**src/rtl/cpu_types_pkg.sv**
```systemverilog
// Shared CPU-side types: word width, RAM status codes and arbiter states.
package cpu_types_pkg;

  localparam int unsigned WORD_W = 32;

  typedef logic [WORD_W-1:0] word_t;

  // Status reported by the RAM model each cycle.
  typedef enum logic [1:0] {
    FREE   = 2'b00,
    BUSY   = 2'b01,
    ACCESS = 2'b10,
    ERROR  = 2'b11
  } ramstate_t;

  // Arbiter grant state.
  typedef enum logic [1:0] {
    IDLE   = 2'b00,
    DGRANT = 2'b01,
    IGRANT = 2'b10
  } arb_state_t;

endpackage

```
**src/rtl/memory_arbiter.sv**
```systemverilog
// Single-port RAM arbiter between icache and dcache traffic. Data requests have
// priority, but an instruction request left waiting behind a data grant is
// served next. A grant is held until the RAM reports ACCESS or the granted
// requester withdraws. RAM outputs are combinational from the state and the
// granted side's inputs, so only the state and the ifirst flag are registered.
module memory_arbiter
  import cpu_types_pkg::*;
#(
  parameter int unsigned WORD_W = 32
) (
  input  logic              CLK,
  input  logic              nRST,
  // icache side
  input  logic              iREN,
  input  logic [WORD_W-1:0] iaddr,
  output logic              iwait,
  output logic [WORD_W-1:0] iload,
  // dcache side
  input  logic              dREN,
  input  logic              dWEN,
  input  logic [WORD_W-1:0] daddr,
  input  logic [WORD_W-1:0] dstore,
  output logic              dwait,
  output logic [WORD_W-1:0] dload,
  // RAM side
  output logic              ramREN,
  output logic              ramWEN,
  output logic [WORD_W-1:0] ramaddr,
  output logic [WORD_W-1:0] ramstore,
  input  logic [WORD_W-1:0] ramload,
  input  ramstate_t         ramstate
);

  arb_state_t state_q, state_d;
  // Set when a data grant completed while an instruction request was waiting.
  logic       ifirst_q, ifirst_d;

  logic dreq;
  logic ram_done;

  assign dreq     = dREN | dWEN;
  assign ram_done = (ramstate == ACCESS);

  // Read data is broadcast; each requester samples only while its wait is low.
  assign iload = ramload;
  assign dload = ramload;

  // Next-state selection and combinational RAM/wait outputs.
  always_comb begin
    state_d  = state_q;
    ifirst_d = ifirst_q;
    iwait    = 1'b1;
    dwait    = 1'b1;
    ramREN   = 1'b0;
    ramWEN   = 1'b0;
    ramaddr  = '0;
    ramstore = '0;

    case (state_q)
      IDLE: begin
        if (ifirst_q && iREN) begin
          state_d = IGRANT;
        end else if (dreq) begin
          state_d = DGRANT;
        end else if (iREN) begin
          state_d = IGRANT;
        end
      end

      DGRANT: begin
        if (!dreq) begin
          // Requester withdrew: drop strobes now, no completion.
          state_d = IDLE;
        end else begin
          ramaddr = daddr;
          if (dWEN) begin
            ramWEN   = 1'b1;
            ramstore = dstore;
          end else begin
            ramREN = 1'b1;
          end
          if (ram_done) begin
            dwait   = 1'b0;
            state_d = IDLE;
            if (iREN) begin
              ifirst_d = 1'b1;
            end
          end
        end
      end

      IGRANT: begin
        if (!iREN) begin
          state_d = IDLE;
        end else begin
          ramREN  = 1'b1;
          ramaddr = iaddr;
          if (ram_done) begin
            iwait    = 1'b0;
            state_d  = IDLE;
            ifirst_d = 1'b0;
          end
        end
      end

      default: begin
        state_d = IDLE;
      end
    endcase
  end

  // Grant state and instruction-priority flag.
  always_ff @(posedge CLK or negedge nRST) begin
    if (!nRST) begin
      state_q  <= IDLE;
      ifirst_q <= 1'b0;
    end else begin
      state_q  <= state_d;
      ifirst_q <= ifirst_d;
    end
  end

endmodule

```
**config.mk**
```make
export PLATFORM = sky130hd
export DESIGN_NAME = memory_arbiter
export DESIGN_NICKNAME = d
export VERILOG_FILES = /design/src/rtl/cpu_types_pkg.sv /design/src/rtl/memory_arbiter.sv
export SDC_FILE = /design/constraint.sdc
export NUM_CORES = 1
export LEC_CHECK = 0
export CAP_MARGIN = 20
export CORE_AREA = 2 2 104 106
export CTS_CLUSTER_SIZE = 20
export DETAILED_ROUTE_END_ITERATION = 6
export DIE_AREA = 0 0 106 108
export SLEW_MARGIN = 40
export SYNTH_ARGS = -nofsm -noshare
export SYNTH_HDL_FRONTEND = slang
export SYNTH_SLANG_ARGS = --single-unit
```
**constraint.sdc**
```tcl
create_clock -name CLK -period 1.87 [get_ports CLK]
set_input_delay 0.561 -clock CLK [delete_from_list [all_inputs] [get_ports CLK]]
set_output_delay 0.561 -clock CLK [all_outputs]
set_load 0.005 [all_outputs]
```
==> results.md <==
- Detailed placement finished with a half-perimeter wire length of 5230 µm.
- Including well taps, the total number of placed cells is 453.
- On the critical path the largest part of the delay comes from buffers and inverters.
- The master cell of the clock root buffer is clkbuf_8.
- The element type at the critical path end is an output port.
- The largest single stage delay on the critical path is 0.40 ns.
- The overall global routing resource usage is 13.3%.
- The number of distinct library cells after synthesis is 23.
- Counting flops with a built-in enable in the synthesized netlist gives 0.
- The transition at the pin with the smallest max-transition slack is 0.394 ns.
- The initial antenna violation count is 0.
- Counting instances in the post-synthesis netlist gives the leading cell types as 70 x buf_4, 34 x nor2b_1, 32 x a22oi_1, 32 x and3_1, 9 x clkbuf_1.
- Summing the areas of all compound-gate instances in the mapped netlist gives 19.9% of the synthesized area.
- The H-tree level count is 1.
- The initial utilization of the core area, before any placement, comes to 14.9%.
- The first TritonRoute pass finished after 4 iterations.
- The leakage power of the design is 0.00163 µW.
- From bottom edge to top edge, the die measures 108 µm.
- TritonCTS built the clock tree.
- After detailed routing, the number of remaining DRC violations is 0.
- In this run the number of cells on the critical path is 9.
- The min-delay analysis places its worst path in the category input port to asynchronous set/reset pin.
- The post-route netlist has 53.7% of its cells at a drive strength greater than 1.
- The number of top-level pins is 267.
- The die width is 106 µm.
- The data arrival time at the worst-slack endpoint is 1.76 ns.
- The via count normalized by instance count is 4.21.
- The final count of negative-setup-slack endpoints is 70.
- After detailed routing, the average wire length per cell comes to 17.3 µm.
- The tree built by TritonCTS fans out to 3 sinks.
- The cell seen most often among critical-path stages is buf_8.
- After routing, the total negative slack on setup checks comes to -17.26 ns.
- The share of flip-flops with an asynchronous set or reset after synthesis is 100%.
- The remaining max-slew budget at the tightest pin is 73.4%.
- For this design the ratio of total power to cell area is 1120 nW/µm².
- The maximum number of pins on one net before global-route repair is 36.
- In this run, CTS created clock tree buffers numbering 3.
- After clock tree synthesis, the clock-pin slew on the worst setup and hold paths is 0.03 ns.
- For this run, the number of Yosys warnings is 0.
- 0 antenna diodes ended up in the layout.
- Among all cell types in the netlist, the one instantiated most often is buf_4.
- The tool flagged a number of max-cap violations equal to 0.
- The mapped netlist covers 1530 µm².
- The post-synthesis sequential element count is 3.
- At the worst endpoint, the required time is 1.31 ns.
- The final-stage net count is 503.
- The routability congestion estimate is 0.720.
- After synthesis, the cell types taking the most area are buf_4 34%, a22oi_1 16%, nor2b_1 14%, and3_1 13%, dfrtp_1 4.9%.
- The total count of hold-check failures in the final report is 0.
- The first global-routing pass estimated 11800 µm of wire.
- The area growth from synthesis to final layout is 142%.
- The post-route non-filler standard cell count is 499.
- Along the worst path, the maximum fanout reaches 7.
- The simple-gate area share of the yosys netlist is 32.0%.
- For this block, the initial DRC count from the detailed router was 85.
- The worst-case reg-to-reg path depth is 10.
- The maximum clock frequency is 432 MHz.
- Summing the areas of all fa, ha and maj instances in the mapped netlist gives 3.28% of the synthesized area.
- Once detail routing completed, the nets flagged for antenna violations numbered 0.
- Summed over all layers, the global routing overflow is 0.
- Across all layers, the routed design uses 2103 vias.
- The flow ran to the end, but the final reports show violations.
- The number of buffers on the longest clock path is 2.
- The worst path in the final design needs a cycle of 2.32 ns, including I/O delays and setup.
- The post-route worst setup slack is -0.446 ns.
- Setup repair after global routing could not meet its margin everywhere.
- The source-to-sink clock delay at the later pin of the worst-skew pair is 0.21 ns.
- The leading area contributor after synthesis is buf_4.
- The startpoint kind of the worst setup timing path is a register.
- Buffers placed on the I/O ports in this run total 170.
- The predominant post-synthesis flop cell is dfrtp_1.
- The post-synthesis share of cell area spent on xor and xnor gates is 0%.
- The cell area after placement is 2970 µm².
- OpenSTA, run right after detailed placement, puts the worst setup slack at -1.00 ns.
- The number of buffers and inverters on the critical path is 5.
- After technology mapping, the gate count stands at 213.
- The sequential element share of the synthesized area is 4.92%.
- In the finished design, the share of the clock period the worst path needs comes to 124%.
- The standard cell core area is 10200 µm².
- The type of the setup path with the least slack is register to output port.
- The critical path goes through buf_6 > ha_4 > o21a_4 > buf_8 > buf_16 > buf_8 > a22oi_2 > nor2b_1 > buf_2.
- The worst vdd rail ir drop is 0.000493 V.
- The proportion of synthesized area in mux cells is 0%.
- The post-synthesis net count is 352.
- By area, the combinational part of the netlist is dominated by buffers and inverters.
- The checks that failed: setup timing.
- The area share of the largest cell type after synthesis is 34.4%.
- The area enclosed by the die boundary is 11400 µm².
- The row count is 37.
- The clock tree skew after final layout is 0.000933 ns.
- The finished cells cover 3690 µm².
- In this run the mean area of a mapped cell was 7.17 µm².
- The total wirelength of the detailed-routed design is 8650 µm.
- The max-slew violation total from the final report is 0.
- The library cell contributing the largest single delay on the critical path is dfrtp_1.
- The number of global-route vias before repair is 2143.
[area by class of cell]
cell class	instances	area [µm²]
Fill cell	1014	6540
Timing Repair Buffer	228	2190
Multi-Input combinational cell	124	1200
Tap cell	136	170
Sequential cell	3	75.1
Clock buffer	4	45.0
Inverter	4	15.0
[kinds of logic after synthesis]
kind of cell               after synthesis
adders and majority gates                4
and+or+nand+nor                         80
buffers and inverters                   86
DFF                                      3
AOI/OAI and AO/OA                       40
[metal layers]
metal  wire [µm]  vias to the layer above  GRT usage [%]
li1            -                      977              -
met1        3000                      961           13.5
met2        4640                      144           26.3
met3         824                       21           3.44
met4         178                        0           4.51
met5           0                        -              0
[flip-flops by register name, summed over array words and instances, names as in the netlist]
name / count
ifirst_q: 1
state_q: 2
[power breakdown]
group | total, µW | leakage, µW | internal (µW) | switching [µW]
registers | 121 | 0.0000346 | 89.1 | 32.2
logic | 3820 | 0.00157 | 2400 | 1420
clock network | 183 | 0.0000228 | 145 | 38.0
[what timing repair did]
item / in CTS / in global routing
pin swaps: 14 / 16
cloned: 10 / 3
buffers inserted: 22 / 16
setup endpoints to repair: 71 / 68
hold buffers: 0 / 0
gates resized for setup: 287 / 95
[metrics by stage]
step	util, %	power [µW]	hold slack, ns
floorplan	-	1210	0.265
global placement	29.0	2160	0.543
detailed placement	29.0	2190	0.541
CTS	35.0	4120	0.527
global route	36.1	4380	0.537
finish	36.1	4130	0.529
[final timing paths]
path	from	slack, ns	end
max in group asynchronous	nRST	1.20	state_q[0]$_DFFE_PN0P_
worst min register to register	ifirst_q$_DFFE_PN0P_	0.58	ifirst_q$_DFFE_PN0P_
min in group CLK	ifirst_q$_DFFE_PN0P_	0.58	ifirst_q$_DFFE_PN0P_
worst max-delay path	state_q[0]$_DFFE_PN0P_	-0.45	ramaddr[17]
worst min-delay path	nRST	0.53	ifirst_q$_DFFE_PN0P_
worst max register to register	state_q[0]$_DFFE_PN0P_	-0.04	state_q[0]$_DFFE_PN0P_
[cells in the final DEF (no fill, tap or decap), types with 2 or more instances in the layout]
| cell | netlist | routed |
|---|---|---|
| buf_2 | 0 | 44 |
| nor2b_4 | 0 | 7 |
| buf_8 | 0 | 7 |
| clkdlybuf4s15_1 | 0 | 2 |
| nand2_1 | 5 | 4 |
| a22oi_2 | 0 | 32 |
| and3_4 | 0 | 13 |
| nand3_1 | 2 | 2 |
| buf_4 | 70 | 18 |
| o2111ai_1 | 2 | 2 |
| and3_1 | 32 | 19 |
| buf_12 | 0 | 7 |
| clkbuf_2 | 0 | 16 |
| nor2b_2 | 0 | 3 |
| inv_2 | 0 | 2 |
| inv_1 | 4 | 2 |
| dlygate4sd2_1 | 0 | 2 |
| dfrtp_1 | 3 | 3 |
| clkdlybuf4s50_1 | 0 | 97 |
| clkbuf_16 | 0 | 2 |
| ha_4 | 0 | 3 |
| clkbuf_8 | 0 | 3 |
| buf_16 | 0 | 5 |
| buf_6 | 3 | 28 |
| nor2b_1 | 34 | 24 |
(Power assumes the default switching activity.)
